File: src/rtl/nk_c2_serial_negator_pkg.sv
// Shared constants for the serial two's complement negator: FSM encoding
// and the chunk-counter width helper.
package nk_c2_pkg;

  localparam logic [1:0] IDLE = 2'b00;
  localparam logic [1:0] BUSY = 2'b01;
  localparam logic [1:0] DONE = 2'b10;

  // A single-chunk configuration still needs a 1-bit counter to exist.
  function automatic int cntWidth(input int n, input int k);
    int r;
    r = $clog2(n / k);
    return (r < 1) ? 1 : r;
  endfunction

endpackage

File: src/rtl/nk_c2_serial_negator_if.sv
// Operand/result handshake bundle between a producer/consumer (master)
// and the serial negator (slave).
interface nk_c2_serial_negator_if #(
  parameter int N = 8
);
  logic [N-1:0] x;
  logic         in_valid;
  logic         in_ready;
  logic [N-1:0] z;
  logic         ow;
  logic         out_valid;
  logic         out_ready;

  modport master (
    output x, in_valid, out_ready,
    input  in_ready, z, ow, out_valid
  );

  modport slave (
    input  x, in_valid, out_ready,
    output in_ready, z, ow, out_valid
  );
endinterface

File: src/rtl/nk_c2_serial_negator_incr.sv
// K-bit chunk of the negation: inverts a and adds the incoming ripple carry.
module n_c2_chunk_incrementer #(
  parameter int K = 2
) (
  input  logic [K-1:0] a,
  input  logic         cin,
  output logic [K-1:0] s,
  output logic         cout
);

  assign {cout, s} = {1'b0, ~a} + {{K{1'b0}}, cin};

endmodule

File: src/rtl/nk_c2_serial_negator.sv
// Multi-cycle N-bit two's complement negator, K bits per clock LSB first,
// with valid/ready handshakes on both sides.
module nk_c2_serial_negator
  import nk_c2_pkg::*;
#(
  parameter int N = 8,
  parameter int K = 2
) (
  input  logic                        clock,
  input  logic                        reset_,
  nk_c2_serial_negator_if.slave       bus
);

  localparam int CW = cntWidth(N, K);
  localparam logic [CW-1:0] LAST = CW'(N / K - 1);

  if (N < 2 || K < 1 || K > N || (N % K) != 0) begin : g_bad_params
    $error("nk_c2_serial_negator: illegal N/K combination");
  end

  logic [1:0]    state_q, state_d;
  logic [CW-1:0] cnt_q, cnt_d;
  logic          carry_q, carry_d;
  logic [N-1:0]  op_q, op_d;
  logic [N-1:0]  res_q, res_d;
  logic          xMsb_q, xMsb_d;
  logic [N-1:0]  z_q, z_d;
  logic          ow_q, ow_d;

  logic [K-1:0]  sum;
  logic          cout;
  logic [N-1:0]  resShift;

  n_c2_chunk_incrementer #(.K(K)) u_incr (
    .a    (op_q[K-1:0]),
    .cin  (carry_q),
    .s    (sum),
    .cout (cout)
  );

  // z/ow are only updated on the final chunk so they stay put between results.
  always_comb begin
    state_d  = state_q;
    cnt_d    = cnt_q;
    carry_d  = carry_q;
    op_d     = op_q;
    res_d    = res_q;
    xMsb_d   = xMsb_q;
    z_d      = z_q;
    ow_d     = ow_q;
    resShift = res_q >> K;
    resShift[N-1 -: K] = sum;
    case (state_q)
      IDLE: begin
        if (bus.in_valid) begin
          op_d    = bus.x;
          xMsb_d  = bus.x[N-1];
          carry_d = 1'b1;
          cnt_d   = '0;
          res_d   = '0;
          state_d = BUSY;
        end
      end
      BUSY: begin
        op_d    = op_q >> K;
        res_d   = resShift;
        carry_d = cout;
        cnt_d   = cnt_q + 1'b1;
        if (cnt_q == LAST) begin
          z_d     = resShift;
          ow_d    = xMsb_q & resShift[N-1];
          state_d = DONE;
        end
      end
      DONE: begin
        if (bus.out_ready) begin
          state_d = IDLE;
        end
      end
      default: state_d = IDLE;
    endcase
  end

  always_ff @(posedge clock or negedge reset_) begin
    if (!reset_) begin
      state_q <= IDLE;
      cnt_q   <= '0;
      carry_q <= 1'b0;
      op_q    <= '0;
      res_q   <= '0;
      xMsb_q  <= 1'b0;
      z_q     <= '0;
      ow_q    <= 1'b0;
    end else begin
      state_q <= state_d;
      cnt_q   <= cnt_d;
      carry_q <= carry_d;
      op_q    <= op_d;
      res_q   <= res_d;
      xMsb_q  <= xMsb_d;
      z_q     <= z_d;
      ow_q    <= ow_d;
    end
  end

  assign bus.in_ready  = (state_q == IDLE);
  assign bus.out_valid = (state_q == DONE);
  assign bus.z         = z_q;
  assign bus.ow        = ow_q;

endmodule
File: src/flat_wrapper.sv
// flat-port wrapper written by rule: the top's interface ports become plain ports
module nk_c2_serial_negator_flat import nk_c2_pkg::*;
#(
  parameter int N = 8,
  parameter int K = 2
)
  (clock, reset_, bus_x, bus_in_valid, bus_out_ready, bus_in_ready, bus_z, bus_ow, bus_out_valid);
  nk_c2_serial_negator_if #(.N(N)) bus_i ();
  input  logic clock;
  input  logic reset_;
  input wire logic [$bits(bus_i.x)-1:0] bus_x;
  input wire logic [$bits(bus_i.in_valid)-1:0] bus_in_valid;
  input wire logic [$bits(bus_i.out_ready)-1:0] bus_out_ready;
  output wire logic [$bits(bus_i.in_ready)-1:0] bus_in_ready;
  output wire logic [$bits(bus_i.z)-1:0] bus_z;
  output wire logic [$bits(bus_i.ow)-1:0] bus_ow;
  output wire logic [$bits(bus_i.out_valid)-1:0] bus_out_valid;
  assign bus_i.x = bus_x;
  assign bus_i.in_valid = bus_in_valid;
  assign bus_i.out_ready = bus_out_ready;
  assign bus_in_ready = bus_i.in_ready;
  assign bus_z = bus_i.z;
  assign bus_ow = bus_i.ow;
  assign bus_out_valid = bus_i.out_valid;
  nk_c2_serial_negator #(.N(N), .K(K)) u_core (.clock(clock), .reset_(reset_), .bus(bus_i));
endmodule
File: config.mk
export PLATFORM = sky130hd
export DESIGN_NAME = nk_c2_serial_negator_flat
export DESIGN_NICKNAME = d
export VERILOG_FILES = /design/src/rtl/nk_c2_serial_negator_pkg.sv /design/src/rtl/nk_c2_serial_negator_if.sv /design/src/rtl/nk_c2_serial_negator_incr.sv /design/src/rtl/nk_c2_serial_negator.sv /design/src/flat_wrapper.sv
export SDC_FILE = /design/constraint.sdc
export NUM_CORES = 1
export LEC_CHECK = 0
export ABC_AREA = 1
export BUFFER_PORTS_ARGS = -buffer_cell sky130_fd_sc_hd__buf_4
export CAP_MARGIN = 40
export CELL_PAD_IN_SITES_DETAIL_PLACEMENT = 0
export CELL_PAD_IN_SITES_GLOBAL_PLACEMENT = 1
export CORE_UTILIZATION = 40
export DETAILED_ROUTE_END_ITERATION = 16
export HOLD_SLACK_MARGIN = 0.08
export PLACE_DENSITY_LB_ADDON = 0.1
export SLEW_MARGIN = 5
export SYNTH_ARGS = -nofsm -noshare
export SYNTH_HDL_FRONTEND = slang
export SYNTH_HIERARCHICAL = 1
export SYNTH_SLANG_ARGS = --single-unit
File: constraint.sdc
create_clock -name clock -period 1.4 [get_ports clock]
set_clock_uncertainty 0.1 [all_clocks]
set_input_delay 0.07 -clock clock [delete_from_list [all_inputs] [get_ports clock]]
set_output_delay 0.07 -clock clock [all_outputs]
set_load 0.05 [all_outputs]
==> metrics.txt, run 1 <==
run status=finished clean; Peak VDD IR=~0.0011 V; Synth Cell Area=~0.0013 mm²; worst-skew pair later-pin latency=around 0.31 ns; area of the core=~0.0031 mm²; Setup violations, final=0; Clock transition at path regs=approximately 0.090 ns; Clock Path Buffers=2; critical path startpoint=u_core/state_q[1]; R2R Setup Slk=~0.13 ns; RR Endpoint=u_core/bus.z[6]; # rows=20; Inserted Clock Buffers=5; # H-tree levels=2; multi-input logic area=between 400 and 500 µm²; FF-to-FF Start=u_core/state_q[1]; clock sinks=29; Critical Path RT=between 1 and 1.5 ns; area grow syn2layout=36.2%; crit start category=flop; Final WS setup=0.0636 ns; hold crit path type=in2async; Tmin final=roughly 1.3 ns; Critical Path End=bus_out_valid; HPWL after DPL=~1.7 mm; syn_nets=156; pre-CTS WS=between 0.08 and 0.09 ns; clock root buffer=clkbuf_4; DIE WIDTH=roughly 59 µm; total track usage=0.169; die area=approximately 0.0034 mm²; ANT nets after route=0; I/O Buffers=22; drt wl/cell=10.7 µm; Seq. cell area=~730 µm²; unique cell type count in the Yosys netlist=15; Die Y=between 50 and 60 µm; Initial DRT Pass Iterations=4; Avg Cell Area, Syn=~9.1 µm²; initial DRC count=46; maximum capacitance violations=0; setup TNS=0 ns; layout cells sized above 1=0.278; worst-case reg-to-reg path depth=5; CTS tree=done; first-pass GRT wire length=approximately 4.3 mm; post-synthesis instance total=about 140; WS Path Type=reg2out; IO Pins=23; total grt overflow=0; final WL=2.48 mm; global placer's final weighted congestion=0.719; relative slew slack=0.758; RSZ-0062 raised after global routing=false; crit path max fanout=7; worst path arrival time=1.17 ns; Final Hold Viols=0; final instance area=0.00175 mm²; flops & latches, synth=29; sequential fraction of the synthesis area=0.565; Via density=4.48; yosys warns=6; diodes inserted=0; initial antenna violation count=0; Initial Util=0.420; largest net degree at the start of global routing=30; area post-placement=~0.0015 mm²; Final nets=202; DRC=0; Final period util=0.955; vias in the first global route=~990; fillcell total=around 300; pwr dens=between 2000 and 2500 mW/mm²; Max Clk Rate=approximately 0.75 GHz; Leakage=0.923 nW; Slew Viols, Final=0; total power=~4.2 mW; Worst setup EP type=output pin; DR vias=1036; Worst-Margin Slew=about 0.36 ns
==> cells in the mapped netlist, drive strengths merged <==
library cell / n / area share
a21oi: 1 / 0.0039
buf: 4 / 0.035
dfrtp: 29 / 0.57
ha: 3 / 0.029
inv: 13 / 0.038
nand2: 59 / 0.17
nand3: 9 / 0.035
nor2: 4 / 0.014
o21ai: 18 / 0.099
o31ai: 1 / 0.0059
==> report_power, final <==
part           internal (mW)  leakage [nW]  switching (mW)  total (mW)
combinational          0.791         0.511            1.34        2.13
sequential              1.20         0.371           0.197        1.40
clock                  0.363        0.0410           0.274       0.638
total                   2.36         0.923            1.81        4.17
==> final cells by class <==
class,instances,share of cell area
Sequential cell,29,0.415
Multi-Input combinational cell,95,0.277
Timing Repair Buffer,43,0.207
Tap cell,44,0.0315
Inverter,13,0.0279
Clock buffer,5,0.0215
Clock inverter,2,0.0200
==> state kept, by name (all words and copies together) (netlist names) <==
| name | count |
|---|---|
| u_core/carry_q | 1 |
| u_core/res_q | 6 |
| u_core/cnt_q | 2 |
| u_core/state_q | 2 |
| u_core/bus.ow | 1 |
| u_core/op_q | 8 |
| u_core/xMsb_q | 1 |
| u_core/bus.z | 8 |
==> stage by stage <==
step	hold WS, ns	utilization	std cells
after floorplan	-0.326	-	141
after global placement	-0.0868	0.502	212
after detailed placement	-0.0883	0.502	212
after CTS	0.107	0.566	231
after global routing	0.118	0.573	231
final	0.110	0.573	231
==> worst min path at each step <==
stage,startpoint,depth (start not counted),to
after floorplan,reset_,0,u_core/bus.ow
after global placement,reset_,1,u_core/bus.z[5]
after detailed placement,reset_,1,u_core/bus.z[5]
after CTS,reset_,2,u_core/bus.z[5]
after global routing,reset_,2,u_core/res_q[7]
final,reset_,2,u_core/bus.z[7]
==> repair_timing <==
action                     CTS  global route
gates resized for setup      1             5
pin swaps                    0             1
hold endpoints to repair    41             0
buffers inserted             1             0
setup endpoints to repair    2            12
gates cloned                 0             0
hold buffers                11             0
==> worst max-delay path, cell delays in order, from the launching register on <==
cell	delay, ns
dfrtp_1	0.41
inv_2	0.11
buf_4	0.17
nor2_4	0.04
buf_6	0.14
==> cell usage in the layout, fill, tap and decap left out, drive strengths merged <==
master       count
nand2           59
buf             32
dfrtp           29
o21ai           18
inv             13
dlygate4sd3     11
nand3            9
clkbuf           5
nor2             4
ha               3
bufinv           1
clkinv           1
a21oi            1
o31ai            1
==> cell families after synthesis <==
family / Yosys count / share of synthesized area
compound gates: 20 / 0.109
fa+ha+maj: 3 / 0.0292
buf+inv: 17 / 0.0731
flops: 29 / 0.565
simple gates: 72 / 0.223
==> metal layers <==
layer | wire (µm) | track usage | part of all wire
met1 | 1200 | 0.212 | 0.48
met2 | 1180 | 0.278 | 0.48
met3 | 83 | 0.0462 | 0.034
met4 | 19 | 0.0714 | 0.0077
met5 | 0 | 0 | 0
(Power assumes the default switching activity.)
==> run 2, diff against run 1 <==
Settings changed: ABC_AREA 1 to 0, CORE_UTILIZATION 40 to 43.
==> metrics.txt, run 2 <==
ys async rst share=1.00 (unchanged); Initial Util=0.452 (was 0.420); Initial DRT Pass Iterations=4 (unchanged); first-pass GRT wire length=4.54 mm (was 4.27 mm); Final Hold Viols=0 (unchanged); CTS tree=done (unchanged); diodes inserted=0 (unchanged); hold crit path type=in2async (unchanged); area post-placement=0.00148 mm² (was 0.00153 mm²); flops & latches, synth=29 (unchanged); Clock transition at path regs=0.09 ns (about the same); Post-synth EDFFs=0 (unchanged); unique cell type count in the Yosys netlist=28 (was 15); Worst-Margin Slew=0.366 ns (was 0.363 ns); clock sinks=29 (unchanged); final WL=2.72 mm (was 2.48 mm); Final nets=162 (was 202); WS Path Type=reg2out (unchanged); Critical Path RT=1.23 ns (about the same); Critical Path, Cell by Cell=buf_6 > nor2_4 > buf_8 (was inv_2 > buf_4 > nor2_4 > buf_6); Synth Cell Area=0.00124 mm² (was 0.00128 mm²); HPWL after DPL=1.64 mm (was 1.68 mm); setup TNS=0 ns (unchanged); pwr dens=2550 mW/mm² (was 2390 mW/mm²); relative slew slack=0.756 (was 0.758); critical path startpoint=u_core/state_q[0] (was u_core/state_q[1]); Final WS setup=0.0120 ns (was 0.0636 ns); synth cell count leaders=29 x dfrtp_1, 9 x mux2_2, 7 x a22o_1, 6 x o22ai_1, 5 x nor2_1 (was 58 x nand2_1, 29 x dfrtp_1, 12 x inv_1, 10 x o21ai_0, 9 x nand3_1); I/O Buffers=22 (unchanged); global placer's final weighted congestion=0.732 (was 0.719); RSZ-0062 raised after global routing=true (was false); DIE WIDTH=55.6 µm (was 58.7 µm); initial DRC count=19 (was 46); top cells by area, synth=dfrtp_1 59%, mux2_2 8.2%, a22o_1 5.0% (was dfrtp_1 57%, nand2_1 17%, o21ai_2 4.8%); final core utilization=0.643 (was 0.573); run status=finished clean (unchanged); Die Y=55.6 µm (was 58.7 µm); area grow syn2layout=42.3% (was 36.2%); sequential fraction of the synthesis area=0.587 (was 0.565); Avg Cell Area, Syn=12.9 µm² (was 9.10 µm²); layout cells sized above 1=0.449 (was 0.278); Final Non-Filler Cells=178 (was 231); crit path max fanout=5 (was 7); Main synth FF type=dfrtp_1 (unchanged); Worst setup EP type=output pin (unchanged); final hold slack=0.0783 ns (was 0.110 ns); largest net degree at the start of global routing=30 (unchanged); FF-to-FF Start=u_core/state_q[0] (was u_core/state_q[1]); commonest non-fill, non-tap cell in the layout=buf_4 (was nand2_1); syn_nets=111 (was 156); total power=4.48 mW (was 4.17 mW); Slew Viols, Final=0 (unchanged); Inserted Clock Buffers=5 (unchanged); final instance area=0.00176 mm² (was 0.00175 mm²); post-synthesis instance total=96 (was 141); ANT nets after route=0 (unchanged); # H-tree levels=2 (unchanged); Peak VDD IR=0.00164 V (was 0.00112 V); total grt overflow=0 (unchanged); top cell type's share of synthesized area=0.587 (was 0.565); worst path arrival time=1.22 ns (was 1.17 ns); # rows=19 (was 20); DR vias=951 (was 1036); Final period util=0.991 (was 0.955); pre-CTS WS=-0.000139 ns (was 0.0811 ns); area of the core=0.00273 mm² (was 0.00305 mm²); Max Clk Rate=0.720 GHz (was 0.748 GHz); maximum capacitance violations=0 (unchanged); vias in the first global route=957 (was 985); DRC=0 (unchanged); top-count cell post-synth=dfrtp_1 (was nand2_1); drt wl/cell=15.3 µm (was 10.7 µm); crit start category=flop (unchanged); Leakage=0.861 nW (was 0.923 nW); IO Pins=23 (unchanged); initial antenna violation count=0 (unchanged); yosys warns=6 (unchanged); Largest stage delay, worst path=0.45 ns (was 0.41 ns); Post-Place Cells=154 (was 212); total track usage=0.202 (was 0.169); most frequent cells in the layout=32 x buf_4, 28 x dfrtp_1, 11 x dlygate4sd3_1 (was 58 x nand2_1, 30 x buf_4, 29 x dfrtp_1); worst-skew pair later-pin latency=0.33 ns (was 0.31 ns); Setup violations, final=0 (unchanged); clock root buffer=clkbuf_4 (unchanged); Slowest-stage cell, CP=dfrtp_2 (was dfrtp_1); Via density=5.34 (was 4.48); Clock Path Buffers=2 (unchanged); leading area contributor after synthesis=dfrtp_1 (unchanged); die area=0.00309 mm² (was 0.00344 mm²); Tmin final=1.39 ns (was 1.34 ns)
[run 2: path summary, 6_finish.rpt]
kind                                     end  slack (ns)  cells past startpoint
max                             bus_in_ready        0.01                      3
min                           u_core/op_q[6]        0.08                      2
max reg2reg                    u_core/xMsb_q        0.02                      5
min reg2reg                  u_core/cnt_q[0]        0.40                      1
max in group asynchronous  u_core/state_q[0]        0.83                      2
min in group clock         u_core/state_q[1]        0.35                      3
[run 2: logic make-up after synthesis]
kind of cell,count (synthesis),share of synthesized area
flops,29,0.587
mux,9,0.0820
buf+inv,8,0.0344
compound gates,26,0.158
simple gates,21,0.108
fa+ha+maj,3,0.0304
[run 2: metal layers]
| layer | track usage | routed length (µm) |
|---|---|---|
| met1 | 0.264 | 1350 |
| met5 | 0 | 0 |
| met4 | 0.0821 | 46 |
| met3 | 0.0837 | 133 |
| met2 | 0.298 | 1190 |
[run 2: cell type report]
cell class / instances / area (µm²)
Tap cell: 31 / 38.8
Sequential cell: 29 / 727
Timing Repair Buffer: 47 / 399
Clock buffer: 7 / 55.1
Multi-Input combinational cell: 60 / 524
Fill cell: 226 / 975
Inverter: 4 / 15.0
[run 2: power by group]
| group | leakage (nW) | internal [mW] | switching [mW] |
|---|---|---|---|
| Sequential | 0.362 | 1.23 | 0.253 |
| Clock | 0.0314 | 0.237 | 0.283 |
| Combinational | 0.468 | 1.15 | 1.32 |
[run 2: critical path: cells and delay by family, from the launching register on]
kind | cells | cell delay [ns]
flops | 1 | 0.45
simple gates | 1 | 0.14
buf+inv | 2 | 0.29
[run 2: timing repair]
item | CTS | global route
hold endpoints to repair | 40 | 0
setup buffers | 5 | 0
pin swaps | 2 | 2
endpoints found under the setup margin | 10 | 17
gates resized for setup | 5 | 10
gates cloned | 1 | 0
hold buffers | 11 | 0
